$ cat src/rtl/turbo_deinterleaver_if.sv
// Byte-stream handshake bundle for turbo_deinterleaver: block-side inputs and outputs,
// with master (stimulus/upstream) and slave (deinterleaver) views.
interface turbo_deinterleaver_if;
    logic       vld_in;
    logic       cbs;
    logic [7:0] data_in;
    logic       rdy_out;
    logic       rdy_in;
    logic       vld_out;
    logic [7:0] data_out;

    modport master (output vld_in, cbs, data_in, rdy_out,
                    input  rdy_in, vld_out, data_out);
    modport slave  (input  vld_in, cbs, data_in, rdy_out,
                    output rdy_in, vld_out, data_out);
endinterface

$ cat src/rtl/turbo_deinterleaver.sv
// LTE QPP turbo de-interleaver: load K bits, scatter out[pi(i)] = in[i], stream bytes out.
// Define TURBO_DEINT_LARGE_EN to add K=6144 (cbs=1); otherwise only K=1056 is built.
module turbo_deinterleaver (
    input  logic                    clk,
    input  logic                    reset,
    turbo_deinterleaver_if.slave    bus
);
    localparam int          K_SMALL = 1056;
    localparam int          K_LARGE = 6144;
    localparam logic [12:0] F1_S    = 13'd17;
    localparam logic [12:0] F2_S    = 13'd66;
`ifdef TURBO_DEINT_LARGE_EN
    localparam int          KMAX    = K_LARGE;
    localparam logic [12:0] F1_L    = 13'd263;
    localparam logic [12:0] F2_L    = 13'd480;
`else
    localparam int          KMAX    = K_SMALL;
`endif
    localparam int          IW      = $clog2(KMAX);

    typedef enum logic [1:0] {IDLE, LOAD, PERM, SEND} state_t;

    state_t            state_q, state_d;
    logic [9:0]        n_q, n_d, m_q, m_d;
    logic [12:0]       i_q, i_d, pi_q, pi_d, g_q, g_d;
    logic [KMAX-1:0]   inbuf_q, inbuf_d, outbuf_q, outbuf_d;
    logic              rdy_q, rdy_d, vld_q, vld_d;
    logic [7:0]        dout_q, dout_d;
    logic [12:0]       k_w, g0_w, step_w, nb, mb;
    logic [9:0]        last_byte_w;

`ifdef TURBO_DEINT_LARGE_EN
    logic              large_q, large_d;
`else
    logic              unused_cbs;
    assign unused_cbs = bus.cbs;
`endif

    // One compare-and-subtract keeps a+b in [0,K) since both operands already are.
    function automatic logic [12:0] mod_add(input logic [12:0] a, input logic [12:0] b,
                                            input logic [12:0] k);
        logic [13:0] s;
        s = {1'b0, a} + {1'b0, b};
        if (s >= {1'b0, k}) s = s - {1'b0, k};
        return s[12:0];
    endfunction

    always_comb begin
        k_w         = 13'(K_SMALL);
        g0_w        = F1_S + F2_S;
        step_w      = F2_S << 1;
        last_byte_w = 10'(K_SMALL / 8 - 1);
`ifdef TURBO_DEINT_LARGE_EN
        if (large_q) begin
            k_w         = 13'(K_LARGE);
            g0_w        = F1_L + F2_L;
            step_w      = F2_L << 1;
            last_byte_w = 10'(K_LARGE / 8 - 1);
        end
`endif
    end

    always_comb begin
        state_d  = state_q;
        n_d      = n_q;
        m_d      = m_q;
        i_d      = i_q;
        pi_d     = pi_q;
        g_d      = g_q;
        inbuf_d  = inbuf_q;
        outbuf_d = outbuf_q;
        rdy_d    = rdy_q;
        vld_d    = vld_q;
        dout_d   = dout_q;
`ifdef TURBO_DEINT_LARGE_EN
        large_d  = large_q;
`endif
        nb       = {n_q, 3'b000};
        mb       = {m_q + 10'd1, 3'b000};
        case (state_q)
            IDLE: begin
                rdy_d = 1'b1;
                // rdy_q gates the header so the first cycle out of reset never accepts one
                if (rdy_q && bus.vld_in) begin
                    state_d = LOAD;
                    rdy_d   = 1'b0;
                    n_d     = '0;
`ifdef TURBO_DEINT_LARGE_EN
                    large_d = bus.cbs;
`endif
                end
            end
            LOAD: begin
                if (bus.vld_in) begin
                    inbuf_d[nb[IW-1:0] +: 8] = bus.data_in;
                    if (n_q == last_byte_w) begin
                        state_d = PERM;
                        i_d     = '0;
                        pi_d    = '0;
                        g_d     = g0_w;
                    end else begin
                        n_d = n_q + 10'd1;
                    end
                end
            end
            PERM: begin
                outbuf_d[pi_q[IW-1:0]] = inbuf_q[i_q[IW-1:0]];
                pi_d = mod_add(pi_q, g_q, k_w);
                g_d  = mod_add(g_q, step_w, k_w);
                i_d  = i_q + 13'd1;
                if (i_q == k_w - 13'd1) begin
                    // byte 0 may include the bit written this very cycle
                    state_d = SEND;
                    m_d     = '0;
                    vld_d   = 1'b1;
                    dout_d  = outbuf_d[7:0];
                end
            end
            SEND: begin
                if (bus.rdy_out) begin
                    if (m_q == last_byte_w) begin
                        state_d = IDLE;
                        vld_d   = 1'b0;
                        dout_d  = '0;
                        rdy_d   = 1'b1;
                    end else begin
                        m_d    = m_q + 10'd1;
                        dout_d = outbuf_q[mb[IW-1:0] +: 8];
                    end
                end
            end
            default: state_d = IDLE;
        endcase
    end

    always_ff @(posedge clk) begin
        inbuf_q  <= inbuf_d;
        outbuf_q <= outbuf_d;
        if (reset) begin
            state_q <= IDLE;
            n_q     <= '0;
            m_q     <= '0;
            i_q     <= '0;
            pi_q    <= '0;
            g_q     <= '0;
            rdy_q   <= 1'b0;
            vld_q   <= 1'b0;
            dout_q  <= '0;
`ifdef TURBO_DEINT_LARGE_EN
            large_q <= 1'b0;
`endif
        end else begin
            state_q <= state_d;
            n_q     <= n_d;
            m_q     <= m_d;
            i_q     <= i_d;
            pi_q    <= pi_d;
            g_q     <= g_d;
            rdy_q   <= rdy_d;
            vld_q   <= vld_d;
            dout_q  <= dout_d;
`ifdef TURBO_DEINT_LARGE_EN
            large_q <= large_d;
`endif
        end
    end

    assign bus.rdy_in   = rdy_q;
    assign bus.vld_out  = vld_q;
    assign bus.data_out = dout_q;
endmodule

$ cat src/flat_wrapper.sv
// flat-port wrapper written by rule: the top's interface ports become plain ports
module turbo_deinterleaver_flat 
  (clk, reset, bus_vld_in, bus_cbs, bus_data_in, bus_rdy_out, bus_rdy_in, bus_vld_out, bus_data_out);
  turbo_deinterleaver_if bus_i ();
  input  logic clk;
  input  logic reset;
  input wire logic [$bits(bus_i.vld_in)-1:0] bus_vld_in;
  input wire logic [$bits(bus_i.cbs)-1:0] bus_cbs;
  input wire logic [$bits(bus_i.data_in)-1:0] bus_data_in;
  input wire logic [$bits(bus_i.rdy_out)-1:0] bus_rdy_out;
  output wire logic [$bits(bus_i.rdy_in)-1:0] bus_rdy_in;
  output wire logic [$bits(bus_i.vld_out)-1:0] bus_vld_out;
  output wire logic [$bits(bus_i.data_out)-1:0] bus_data_out;
  assign bus_i.vld_in = bus_vld_in;
  assign bus_i.cbs = bus_cbs;
  assign bus_i.data_in = bus_data_in;
  assign bus_i.rdy_out = bus_rdy_out;
  assign bus_rdy_in = bus_i.rdy_in;
  assign bus_vld_out = bus_i.vld_out;
  assign bus_data_out = bus_i.data_out;
  turbo_deinterleaver u_core (.clk(clk), .reset(reset), .bus(bus_i));
endmodule
$ cat config.mk
export PLATFORM = sky130hd
export DESIGN_NAME = turbo_deinterleaver_flat
export DESIGN_NICKNAME = d
export VERILOG_FILES = /design/src/rtl/turbo_deinterleaver_if.sv /design/src/rtl/turbo_deinterleaver.sv /design/src/flat_wrapper.sv
export SDC_FILE = /design/constraint.sdc
export NUM_CORES = 2
export LEC_CHECK = 0
export ABC_CLOCK_PERIOD_IN_PS = 20100
export BUFFER_PORTS_ARGS = -buffer_cell sky130_fd_sc_hd__buf_2
export CORE_UTILIZATION = 45
export CTS_BUF_LIST = sky130_fd_sc_hd__clkbuf_16
export CTS_CLUSTER_SIZE = 20
export DETAILED_ROUTE_END_ITERATION = 6
export GPL_ROUTABILITY_DRIVEN = 0
export GPL_TIMING_DRIVEN = 0
export PLACE_DENSITY = 0.59
export SLEW_MARGIN = 25
export SYNTH_ARGS = -nofsm -noshare
export SYNTH_HDL_FRONTEND = slang
export SYNTH_SLANG_ARGS = --single-unit
$ cat constraint.sdc
create_clock -name clk -period 20.1 [get_ports clk]
set_clock_uncertainty 0.15 [all_clocks]
set_input_delay 6.03 -clock clk [delete_from_list [all_inputs] [get_ports clk]]
set_output_delay 6.03 -clock clk [all_outputs]
set_load 0.05 [all_outputs]
==> impl_metrics.py <==
metrics = {
    "route": {
        "drtIter0Drc": 11500,
        "wire_per_inst_um": 36.9,
        "vias_per_cell": 6.52,
        "remaining_drc_errors": 120,
        "vias": 66000,
        "drtPass1Iterations": 7,
        "ant_nets": 0,
        "wl_um": 374000,
    },
    "sta": {
        "fmax_ghz": 0.114,
        "min_period_ps": 8770,
        "rsz0062_at_grt": "no",
        "worstMarginPinSlew_ps": 1330,
        "setup-violations-final": 0,
        "finalHoldViolations": 0,
        "relSlewSlack": 0.113,
        "period_share": 0.436,
        "setup_ws_ps": 11330,
        "slew_violations": 0,
        "final.setup.tns_ps": 0,
    },
    "final_layout": {
        "post_route_cells_drive_above_1_share": 0.157,
        "nets": 7130,
        "nFillCells": 18300,
        "layout_common_cells": "nor2_1, edfxtp_1, mux4_2, clkbuf_1, nand2_1",
        "area_growth_syn_to_layout_pct": 11.5,
        "mostFrequentLayoutCell": "nor2_1",
    },
    "grt": {
        "grt_pass1_vias": 62600,
        "grt_pass1_wl_um": 506000,
        "antenna_found_initial": 17,
        "grtUsageTotal": 0.343,
        "gr-total-overflow": 0,
        "grt_max_degree": 160,
    },
    "clocking": {
        "cts_hold_buf": 0,
        "htreeDepth": 4,
        "cts-resized-gates": 0,
        "clk_path_buf_depth": 3,
        "cts_sinks": 2182,
        "clkLatencyLatePin_ps": 920,
        "cts_root_buf": "clkbuf_16",
        "numCtsBuffers": 219,
        "cts_setup_buffers": 0,
        "cts_tree": "built",
        "clkTransAtPathRegs_ps": 60,
    },
    "worst_setup_path": {
        "cp-start-kind": "input port",
        "path_class": "input port to flop",
        "end_kind": "flop",
        "critPathArrivalTime_ps": 9260,
        "cp.required_ps": 20590,
        "cp_max_fo": 10,
    },
    "worst_hold_path": {
        "hp-class": "flop to flop",
    },
    "synthesis": {
        "synth_cell_type_count": 74,
        "synth-simple-area-share": 0.123,
        "syn-num-nets": 6865,
        "async_reset_ff_frac": 0,
        "syn_inst": 6824,
        "synth_compound_area_frac": 0.0229,
        "yosysWarningCount": 0,
        "yosysTopAreaCellShare": 0.658,
        "ys_seq_area_frac": 0.672,
        "muxShareOfSynthArea": 0.148,
        "synth-seq-cells": 2182,
        "synth.avg_cell_area_um2": 14.1,
        "synth_area_um2": 96400,
        "synth_top_family_by_area": "multiplexers",
        "synth-main-ff-cell": "edfxtp_1",
        "synth_fa_ha_area_frac": 0.00371,
        "synth_top_cell_by_area": "edfxtp_1",
        "netlist_top_cells_area": "edfxtp_1, mux4_2, nor2_1",
        "synth_edf_count": 2112,
        "synth_xor_area_frac": 0.00427,
    },
    "placed_design": {
        "place_ws_ps": 10470,
        "dp_hpwl_um": 264000,
        "port_buffers": 14,
    },
    "die": {
        "rows": 169,
        "ios": 23,
        "start_util": 0.454,
        "coreArea_um2": 213000,
        "die-area_um2": 216000,
        "die_x_um": 465,
        "die_h_um": 465,
    },
    "job": {
        "cap_viol_max_count": 0,
    },
    "power_and_ir_drop": {
        "powerDensity_nw_per_um2": 90.5,
        "p_leak_nw": 31.9,
        "power.total_mw": 9.73,
        "irDropWorstVdd_mv": 0.113,
    },
    "run_status": {
        "violations": "DRC",
        "status": "finished with violations",
    },
}
metrics by stage:
stage                     std cells  utilization  instance area, um2  hold slack (ps)
final                         10100        0.506              107000              341
after global routing          10100        0.505              107000              387
after CTS                     10100        0.505              107000              346
after detailed placement       9689        0.474              101000              338
after global placement         9659        0.471              100000              330
after floorplan                6824            -               96400              309
worst max-delay path: stages:
cell      delay, ps
buf_2           200
clkbuf_1        880
nand3_1         980
clkbuf_1        640
nor2_1          510
Yosys cell counts (7+ instances only):
cell type,number
nand2_1,252
o221ai_1,8
nand3_1,143
mux2_2,25
nor2b_1,24
nor4_1,9
a22oi_1,43
nand2b_1,7
nand4_1,25
clkbuf_1,444
nand3b_1,11
and3_1,13
a221oi_1,19
mux4_2,581
a21oi_1,55
o31ai_1,11
or3_1,11
mux2i_1,92
a22o_1,10
xnor2_1,23
o21ai_0,44
a31oi_1,16
nor3_1,37
a2111oi_0,8
a21o_1,7
buf_2,35
and3b_1,7
and2_1,42
inv_1,30
buf_1,68
ha_1,27
a211oi_1,23
xor2_1,24
nor2_1,2334
o22ai_1,9
nor3b_1,12
o211ai_1,9
dfxtp_1,70
buf_4,21
edfxtp_1,2112
registers in the layout, indices dropped and copies added, names as in the netlist:
signal	count
u_core.state_q	2
u_core.bus.rdy_in	1
u_core.inbuf_q	1056
u_core.bus.data_out	8
u_core.i_q	13
u_core.bus.vld_out	1
u_core.n_q	10
u_core.m_q	10
u_core.pi_q	13
u_core.outbuf_q	1056
u_core.g_q	12
power breakdown:
part,internal (mW),switching (mW)
clock,2.08,1.82
sequential,5.07,0.0167
combinational,0.203,0.533
total,7.36,2.37
routing by layer:
| layer | part of all wire | up-vias | track usage |
|---|---|---|---|
| li1 | - | 25800 | - |
| met1 | 0.34 | 33800 | 0.417 |
| met2 | 0.45 | 5019 | 0.521 |
| met3 | 0.12 | 1324 | 0.0948 |
| met4 | 0.091 | 8 | 0.259 |
| met5 | 0.00045 | - | 0.00535 |
area by class of cell:
class / instances / area [um2] / share of cell area
flip-flops and latches: 2182 / 64800 / 0.603
multi-input cells: 4038 / 29300 / 0.273
clock buffers: 220 / 5510 / 0.0512
well taps: 2821 / 3530 / 0.0328
plain buffers: 573 / 2430 / 0.0226
clock inverters: 188 / 1110 / 0.0103
repair buffers: 44 / 588 / 0.00547
inverters: 31 / 124 / 0.00115
diodes: 22 / 55.1 / 0.000512
logic make-up (layout without fill, tap and decap cells):
kind of cell,Yosys count,after routing
muxes,698,698
xor gates and xnor gates,47,47
buffers and inverters,604,1056
adders and majority gates,28,28
other,0,22
AOI/OAI and AO/OA,312,312
DFF,2182,2182
and+or+nand+nor,2953,2953
path summary, 6_finish.rpt:
kind,start,endpoint,slack (ps),cells past startpoint
setup / recovery,bus_data_in[2],u_core.inbuf_q[282],11330,5
hold / removal,u_core.pi_q[12],u_core.pi_q[12],340,2
setup reg to reg,u_core.i_q[1],u_core.outbuf_q[218],11380,17
hold reg to reg,u_core.pi_q[12],u_core.pi_q[12],340,2
No activity file was read; power rests on OpenSTA's default activity.
